===== config.mk =====
export PLATFORM = sky130hd
export DESIGN_NAME = snow64_bfloat16_vector_cast_from_int
export DESIGN_NICKNAME = d
export VERILOG_FILES = /design/src/rtl/snow64_bfloat16_vector_cast_from_int_pkg.sv /design/src/rtl/snow64_vector_elem_extract.sv /design/src/rtl/snow64_bfloat16_vector_cast_from_int.sv
export SDC_FILE = /design/constraint.sdc
export NUM_CORES = 2
export LEC_CHECK = 0
export CORE_MARGIN = 2
export CORE_UTILIZATION = 35
export DETAILED_ROUTE_END_ITERATION = 10
export GPL_TIMING_DRIVEN = 1
export SYNTH_ARGS = -nofsm -noshare
export SYNTH_HDL_FRONTEND = slang
export SYNTH_HIERARCHICAL = 1
export SYNTH_SLANG_ARGS = --single-unit

===== constraint.sdc =====
create_clock -name clk -period 4.1 [get_ports clk]
set_input_delay 0.82 -clock clk [delete_from_list [all_inputs] [get_ports clk]]
set_output_delay 0.82 -clock clk [all_outputs]
set_load 0.02 [all_outputs]

===== src/rtl/snow64_bfloat16_vector_cast_from_int_pkg.sv =====
// Shared types for the BFloat16 vector int-to-float cast sequencer.
// Optional zero-skip behaviour is selected by SNOW64_BFLOAT16_VECTOR_CAST_SKIP_ZERO_EN.
package snow64_bfloat16_vector_cast_from_int_pkg;

  localparam int WIDTH__SNOW64_VECTOR_LINE    = 256;
  localparam int WIDTH__SNOW64_BFLOAT16       = 16;
  localparam int MAX_ELEMS__SNOW64_VECTOR     = WIDTH__SNOW64_VECTOR_LINE / 8;
  localparam int WIDTH__SNOW64_VECTOR_RESULT  = MAX_ELEMS__SNOW64_VECTOR * WIDTH__SNOW64_BFLOAT16;

  typedef enum logic [1:0] {
    IntTypSz8  = 2'd0,
    IntTypSz16 = 2'd1,
    IntTypSz32 = 2'd2,
    IntTypSz64 = 2'd3
  } IntTypSz;

  typedef enum logic [1:0] {
    StIdle,
    StIssue,
    StWait,
    StDone
  } VectorCastState;

  typedef struct packed {
    logic [WIDTH__SNOW64_VECTOR_LINE-1:0] data;
    logic [1:0]                           int_type_size;
    logic                                 type_signedness;
  } VectorCastCmd;

  typedef struct packed {
    logic         start;
    VectorCastCmd cmd;
  } PortIn_VectorCastFromInt;

  typedef struct packed {
    logic                                   valid;
    logic                                   can_accept_cmd;
    logic [WIDTH__SNOW64_VECTOR_RESULT-1:0] data;
    logic [5:0]                             num_elems;
  } PortOut_VectorCastFromInt;

  function automatic logic [5:0] num_elems_for(input logic [1:0] int_type_size);
    case (int_type_size)
      IntTypSz8:  return 6'd32;
      IntTypSz16: return 6'd16;
      IntTypSz32: return 6'd8;
      default:    return 6'd4;
    endcase
  endfunction

endpackage


===== src/rtl/snow64_vector_elem_extract.sv =====
// Picks element [index] out of a packed vector line and zero-extends it to 64 bits.
// Purely combinational; unaffected by SNOW64_BFLOAT16_VECTOR_CAST_SKIP_ZERO_EN.
module snow64_vector_elem_extract
  import snow64_bfloat16_vector_cast_from_int_pkg::*;
(
  input  logic [WIDTH__SNOW64_VECTOR_LINE-1:0] line_i,
  input  logic [4:0]                           index_i,
  input  logic [1:0]                           int_type_size_i,
  output logic [63:0]                          elem_o
);

  logic [7:0]  lanes8  [32];
  logic [15:0] lanes16 [16];
  logic [31:0] lanes32 [8];
  logic [63:0] lanes64 [4];

  for (genvar gi = 0; gi < 32; gi++) begin : g_l8
    assign lanes8[gi] = line_i[gi*8 +: 8];
  end
  for (genvar gi = 0; gi < 16; gi++) begin : g_l16
    assign lanes16[gi] = line_i[gi*16 +: 16];
  end
  for (genvar gi = 0; gi < 8; gi++) begin : g_l32
    assign lanes32[gi] = line_i[gi*32 +: 32];
  end
  for (genvar gi = 0; gi < 4; gi++) begin : g_l64
    assign lanes64[gi] = line_i[gi*64 +: 64];
  end

  always_comb begin
    elem_o = '0;
    case (int_type_size_i)
      IntTypSz8:  elem_o = {56'd0, lanes8[index_i]};
      IntTypSz16: elem_o = {48'd0, lanes16[index_i[3:0]]};
      IntTypSz32: elem_o = {32'd0, lanes32[index_i[2:0]]};
      default:    elem_o = lanes64[index_i[1:0]];
    endcase
  end

endmodule


===== src/rtl/snow64_bfloat16_vector_cast_from_int.sv =====
// Sequences a vector line through an external scalar BFloat16 int-to-float cast unit.
// Define SNOW64_BFLOAT16_VECTOR_CAST_SKIP_ZERO_EN to bypass the cast unit for zero elements.
module snow64_bfloat16_vector_cast_from_int
  import snow64_bfloat16_vector_cast_from_int_pkg::*;
#(
  parameter int LINE_WIDTH = WIDTH__SNOW64_VECTOR_LINE,
  parameter int BF16_WIDTH = WIDTH__SNOW64_BFLOAT16,
  parameter int MAX_ELEMS  = MAX_ELEMS__SNOW64_VECTOR
) (
  input  logic                            clk,
  input  logic                            rst_n,
  input  logic                            in_start,
  input  logic [LINE_WIDTH-1:0]           in_data,
  input  logic [1:0]                      in_int_type_size,
  input  logic                            in_type_signedness,
  output logic                            out_cast_start,
  output logic [63:0]                     out_cast_to_cast,
  output logic [1:0]                      out_cast_int_type_size,
  output logic                            out_cast_type_signedness,
  input  logic                            in_cast_valid,
  input  logic                            in_cast_can_accept_cmd,
  input  logic [BF16_WIDTH-1:0]           in_cast_data,
  output logic                            out_valid,
  output logic                            out_can_accept_cmd,
  output logic [MAX_ELEMS*BF16_WIDTH-1:0] out_data,
  output logic [5:0]                      out_num_elems
);

  PortIn_VectorCastFromInt  port_in;
  VectorCastState           state_q;
  logic [4:0]               index_q;
  VectorCastCmd             cmd_q;
  PortOut_VectorCastFromInt out_q;

  logic [63:0] elem;
  logic [5:0]  n_elems;
  logic        is_last;
  logic        elem_skip;
  logic        advance;
  logic [15:0] lane_d;

  assign port_in.start                   = in_start;
  assign port_in.cmd.data                = in_data;
  assign port_in.cmd.int_type_size       = in_int_type_size;
  assign port_in.cmd.type_signedness     = in_type_signedness;

  snow64_vector_elem_extract u_elem_extract (
    .line_i          (cmd_q.data),
    .index_i         (index_q),
    .int_type_size_i (cmd_q.int_type_size),
    .elem_o          (elem)
  );

  assign n_elems = num_elems_for(cmd_q.int_type_size);
  assign is_last = ({1'b0, index_q} == (n_elems - 6'd1));

`ifdef SNOW64_BFLOAT16_VECTOR_CAST_SKIP_ZERO_EN
  // A zero integer always casts to +0.0, so the cast unit can be bypassed.
  assign elem_skip = (state_q == StIssue) && (elem == 64'd0);
`else
  assign elem_skip = 1'b0;
`endif

  assign advance = elem_skip || ((state_q == StWait) && in_cast_valid);
  assign lane_d  = elem_skip ? 16'h0000 : in_cast_data;

  assign out_cast_start           = (state_q == StIssue) && in_cast_can_accept_cmd && !elem_skip;
  assign out_cast_to_cast         = elem;
  assign out_cast_int_type_size   = cmd_q.int_type_size;
  assign out_cast_type_signedness = cmd_q.type_signedness;

  always_ff @(posedge clk or negedge rst_n) begin
    if (!rst_n) begin
      state_q              <= StIdle;
      index_q              <= '0;
      cmd_q                <= '0;
      out_q.valid          <= 1'b0;
      out_q.can_accept_cmd <= 1'b1;
      out_q.data           <= '0;
      out_q.num_elems      <= '0;
    end else begin
      case (state_q)
        StIdle, StDone: begin
          out_q.valid <= 1'b0;
          state_q     <= StIdle;
          if (port_in.start) begin
            cmd_q                <= port_in.cmd;
            index_q              <= '0;
            out_q.data           <= '0;
            out_q.can_accept_cmd <= 1'b0;
            state_q              <= StIssue;
          end
        end
        StIssue, StWait: begin
          if (advance) begin
            out_q.data[{index_q, 4'b0000} +: 16] <= lane_d;
            if (is_last) begin
              state_q              <= StDone;
              out_q.valid          <= 1'b1;
              out_q.can_accept_cmd <= 1'b1;
              out_q.num_elems      <= n_elems;
            end else begin
              index_q <= index_q + 5'd1;
              state_q <= StIssue;
            end
          end else if ((state_q == StIssue) && in_cast_can_accept_cmd) begin
            state_q <= StWait;
          end
        end
        default: state_q <= StIdle;
      endcase
    end
  end

  assign out_valid          = out_q.valid;
  assign out_can_accept_cmd = out_q.can_accept_cmd;
  assign out_data           = out_q.data;
  assign out_num_elems      = out_q.num_elems;

endmodule

# == Word-level counts from Yosys, hierarchy flattened ==
# Cells that the tools add are included.
# word_totals
ff_bits,786
in_bits,280
out_inout_bits,588
# op_classes
n_bitwise,4
reduce_logical,12
n_shift,2
n_mux,29
order_cmp,4
add_sub_neg,3
eq_ne,11
# ops
cell,count
514-bit case mux with 2 select lines,1
520-bit two-way mux,1
513-bit two-way mux,1
512-bit bitwise mux,1
"16-bit by 11-bit variable shift with 512-bit output, first input constant",1
16-bit by 11-bit indexed part select with 512-bit output,1
64-bit case mux with 3 select lines,1
64-bit binary-select mux with 2-bit select,1
64-bit two-way mux,2
32-bit binary-select mux with 3-bit select,1
16-bit binary-select mux with 4-bit select,1
32-bit two-way mux,2
8-bit binary-select mux with 5-bit select,1
16-bit two-way mux,2
6-bit case mux with 3 select lines,1
8-bit two-way mux,2
5-bit two-way mux,3
9-bit negation with 11-bit output,1
5-bit case mux with 2 select lines,1
3-bit AND reduction,3
2-bit two-way mux,4
"2-bit inequality test, second input constant",4
"2-bit equality test, second input constant",3
5-bit by 6-bit equality test with 1-bit output,1
other kinds (19),25

# == Logic depth before layout (Yosys ltp) ==
# depth
ltp_word,7
mapped_depth,12
mapped_depth_nobuf,7

# == Hierarchy ==
# The synthesis kept the hierarchy.
# by_module_without_submodules
mod,area_per_inst_um2,seq_area_each_um2,instances,cells_each
snow64_bfloat16_vector_cast_from_int,29864.9,19620.1,1,2020
snow64_vector_elem_extract,8394.3,0.0,1,650

# == Least setup slack after synthesis ==
# No wires, ideal clock.
# synth_timing
path_type,register -> output
start,register index_q[1]
end,output port out_cast_to_cast[3]
n_path_buf,3
path_stages_with_launch,8
slack_ps,1055
arrival_ps,2225
cell_sequence,dfrtp_1 > buf_6 > buf_2 > buf_4 > mux4_2 > mux2_2 > o21ai_0 > nand4_1
# synth_via
elab_chain_cells,5
elab_cells_between_ends,17
classes_between,13 x mux; 4 x bitwise
# synth_rtl
item,line,rtl
"start, declared",snow64_bfloat16_vector_cast_from_int.sv:31,logic [4:0] index_q;
"start signal, assigned",snow64_bfloat16_vector_cast_from_int.sv:103,index_q <= index_q + 5'd1;
5-bit NOT with 6-bit output (not written as such) (tied with other cells),snow64_vector_elem_extract.sv:33,"IntTypSz8: elem_o = {56'd0, lanes8[index_i]};"
8-bit binary-select mux with 5-bit select (tied with other cells),snow64_vector_elem_extract.sv:33,
8-bit two-way mux (not written as such) (tied with other cells) (2 in a row),snow64_vector_elem_extract.sv:33,
64-bit case mux with 3 select lines *,snow64_vector_elem_extract.sv:32,case (int_type_size_i)
"end, declared",snow64_bfloat16_vector_cast_from_int.sv:17,"output logic [63:0] out_cast_to_cast,"
# Mark *: on every way between the ends. The rest lies on a longest branch, timed or not. The select of a mux whose other input is x is not followed.

# == Final worst setup path ==
# layout_timing
start,register index_q[1]
end,output port out_cast_to_cast[10]
# layout_via
elab_chain_cells,5
elab_cells_between_ends,13
classes_between,10 x mux; 3 x bitwise
# layout_rtl
item,line,rtl
4-bit NOT with 5-bit output (not written as such) (tied with other cells),snow64_vector_elem_extract.sv:34,"IntTypSz16: elem_o = {48'd0, lanes16[index_i[3:0]]};"
16-bit binary-select mux with 4-bit select (tied with other cells),snow64_vector_elem_extract.sv:34,
16-bit two-way mux (not written as such) (tied with other cells) (2 in a row),snow64_vector_elem_extract.sv:34,
64-bit case mux with 3 select lines *,snow64_vector_elem_extract.sv:32,
# Marks and branches as above.

==> metrics.md <==
| Metric | Value |
|---|---|
| Arrival @ worst endpoint | around 3200 ps |
| Die Width | around 330 um |
| Mapped cell area | between 0.03 and 0.04 sq mm |
| Critical path origin | index_q[1]$_DFFE_PN0P_ |
| CP required | roughly 3300 ps |
| Most frequent cells after synthesis | dfrtp_1 (783), a22o_1 (340), mux2_2 (278) |
| Share of layout cells above drive strength 1 | approximately 26% |
| Syn avg cell area | roughly 14 sq um |
| Post-synthesis instance total | between 2000 and 3000 |
| Iter 0 DRT Violations | about 2700 |
| Vias in the first global route | between 30000 and 40000 |
| Final setup fails | 0 |
| Period minus WS final | between 3000 and 4000 ps |
| First-pass GRT wire length | roughly 230000 um |
| # hold bufs at CTS | 0 |
| Top-count cell post-synth | dfrtp_1 |
| Number of buffers created by CTS | 90 |
| Post-Layout Cell Count | between 5000 and 6000 |
| DRC viols | 0 |
| Grt ovf | 0 |
| Sequential-to-total area share from yosys stat | between 50% and 60% |
| Hold crit path type | input port to asynchronous set/reset pin |
| CP Max Fanout | 13 |
| Fmax | approximately 250 MHz |
| Seq cells post-synth | a little under 800 |
| Clock latency reported for the late side of the worst-skew pair | 690 ps |
| Drt wl/cell | ~32 um |
| Max-slew violations | 0 |
| Vias after detailed routing | between 30000 and 40000 |
| Worst R2R Path Depth | 10 |
| Max Buffers Root-to-Sink | 3 |
| Slew margin rel. | between 10 and 15% |
| Status | finished clean |
| CP Cell Sequence | buf_12 -> mux4_1 -> mux4_2 -> a22o_1 -> clkdlybuf4s50_1 |
| Final nets | approximately 3800 |
| Area grow syn2layout | 36.6% |
| M1 GR Usage | between 30% and 40% |
| IO Count | roughly 870 |
| Ys flop type | dfrtp_1 |
| DR pass1 iterations | 6 |
| Pwr dens | between 600 and 700 mW/mm^2 |
| Root buffer cell | clkbuf_16 |
| Synth cell types | about 80 |
| Total design power | 0.0321 W |
| Clk slew on worst S/H paths | roughly 60 ps |
| Pin count of the biggest net entering global routing | 138 |
| Site Rows | between 100 and 150 |
| Top post-synthesis cells by area | dfrtp_1 (51%), mux4_2 (15%), mux2_2 (8.2%), a22o_1 (7.8%), a32o_1 (3.7%) |
| Crit path largest cell delay | approximately 600 ps |
| Post-DR vias/cell | 6.00 |
| Count of maximum capacitance violations | 0 |
| CP startpoint kind | flip-flop |
| Final hold violation count | 0 |
| Initial antenna violation count | 23 |
| CTS tree | built |
| RSZ-0062 raised after global routing | true |
| Peak supply drop | 0.339 mV |
| CP Capture Type | output pin |
| Number of synthesized flops with an enable pin | 0 |
| Routability cong. | ~0.9 |
| Critical path class | flip-flop to output pin |
| Max stage delay cell, worst path | clkdlybuf4s50_1 |
| Antenna-violating nets left | 0 |
| Met2 usage | between 40 and 50% |
| Final Cycle Share | a little over nine tenths |
| Filler instances | about 9500 |
| Worst Clk Skew | approximately 35 ps |
| Hpwl dp | ~110000 um |
| Yosys top cell by area | dfrtp_1 |
| Slew at the pin with the worst max-slew slack | 1290 ps |
| Die area | 0.112 sq mm |
| Post-synth ARST share | 100% |
| YS warnings | 6 |
| H-tree lvl count | 3 |
| Die height | 335 um |
| Most Crowded Layer GR | met2 |
| GRT Overall Usage | approximately 28% |
| Initial Utilization | 35.2% |
| Total Wirelength | approximately 160000 um |
| Sink Count | just under 800 |
| Final TNS setup | 0 ps |
| Synth top area share | between 50% and 60% |
| Cells after DPL | ~4800 |
| Leak Pwr | about 21 nW |
| Post-layout util | between 40% and 50% |
| RR Startpoint | index_q[0]$_DFFE_PN0P_ |
| Port buffer count | between 800 and 900 |
| Core ar. | between 0.1 and 0.15 sq mm |
| Met3 Use GR | between 8 and 9% |
[where the power goes]
part | total [W] | switching (W) | internal, W
combinational | 0.0122 | 0.00595 | 0.00625
clock | 0.00864 | 0.00352 | 0.00512
sequential | 0.0113 | 0.00218 | 0.00913
total | 0.0321 | 0.0116 | 0.0205
[layout by cell type, fill, tap and decap left out, types with 14 or more instances in the layout]
cell / n
mux2i_1: 64
and2_1: 28
buf_12: 19
clkbuf_8: 18
nor3_1: 30
buf_4: 129
o22ai_1: 22
mux4_2: 248
nand2_1: 81
a21oi_1: 33
o21ai_0: 37
nor2_1: 54
nor2b_1: 38
a22o_1: 340
clkbuf_1: 14
o2bb2ai_1: 34
a32o_1: 142
buf_2: 16
diode_2: 14
mux2_2: 278
clkbuf_16: 92
clkdlybuf4s50_1: 830
dfrtp_1: 777
[path summary, 6_finish.rpt]
| path | slack (ps) | to |
|---|---|---|
| worst max-delay path | 120 | out_cast_to_cast[10] |
| worst min-delay path | 180 | cmd_q[84]$_DFFE_PN0P_ |
| worst max register to register | 430 | out_data[206]$_DFFE_PN0P_ |
| worst min register to register | 490 | out_data[125]$_DFFE_PN0P_ |
| max in group asynchronous | 2730 | out_data[95]$_DFFE_PN0P_ |
| min in group clk | 490 | out_data[125]$_DFFE_PN0P_ |
[state kept, by name (all words and copies together) (netlist names)]
| signal | count |
|---|---|
| out_data | 512 |
| cmd_q | 256 |
| index_q | 5 |
| out_num_elems | 4 |
| out_cast_int_type_size | 2 |
| state_q | 2 |
| out_can_accept_cmd | 1 |
| out_cast_type_signedness | 1 |
| out_valid | 1 |
[stage by stage]
step	area [sq um]	setup slack, ps	hold slack (ps)
2_1_floorplan	38300	1060	524
3_3_place_gp	48500	342	471
3_5_place_dp	48500	341	474
4_1_cts	52100	-39.6	184
5_1_grt	52300	-5.53	207
6_report	52300	120	177
[cell families (layout without fill, tap and decap cells)]
| kind of cell | after synthesis | count (layout) | share of synthesized area (%) |
|---|---|---|---|
| simple gates | 306 | 306 | 4.24 |
| xor+xnor | 3 | 3 | 0.0883 |
| compound gates | 666 | 666 | 14.8 |
| fa+ha+maj | 8 | 8 | 0.262 |
| mux | 603 | 603 | 25.2 |
| other cells | 1 | 16 | 0.00980 |
| buf+inv | 299 | 1210 | 4.07 |
| flops | 784 | 784 | 51.3 |
[critical path: cells and delay by family (launching register included)]
kind                   cells  cell delay, ps
muxes                      2            1070
buffers and inverters      2             780
DFF                        1             450
AOI/OAI and AO/OA          1             200
[final cells by class]
class / count / area [sq um] / share of cell area [%]
sequential: 784 / 19600 / 37.6
timing repair buffer: 1037 / 10500 / 20.0
antenna: 14 / 35.0 / 0.0670
clock inverter: 38 / 592 / 1.13
tap: 1414 / 1770 / 3.38
clock buffer: 123 / 2580 / 4.93
multi-input combinational: 1588 / 17200 / 32.8
inverter: 12 / 45.0 / 0.0862
[what timing repair did]
item | CTS | global route
cloned | 7 | 1
resized for setup | 32 | 17
pin swaps | 0 | 0
endpoints found under the setup margin | 36 | 12
buffers inserted | 16 | 6
[metal layers]
layer	routed length, um	up-vias
met1	60400	15700
met3	15400	348
met4	8480	20
met5	125	-
li1	-	12200
met2	75000	1696
Power figures use the tool's default switching activity.
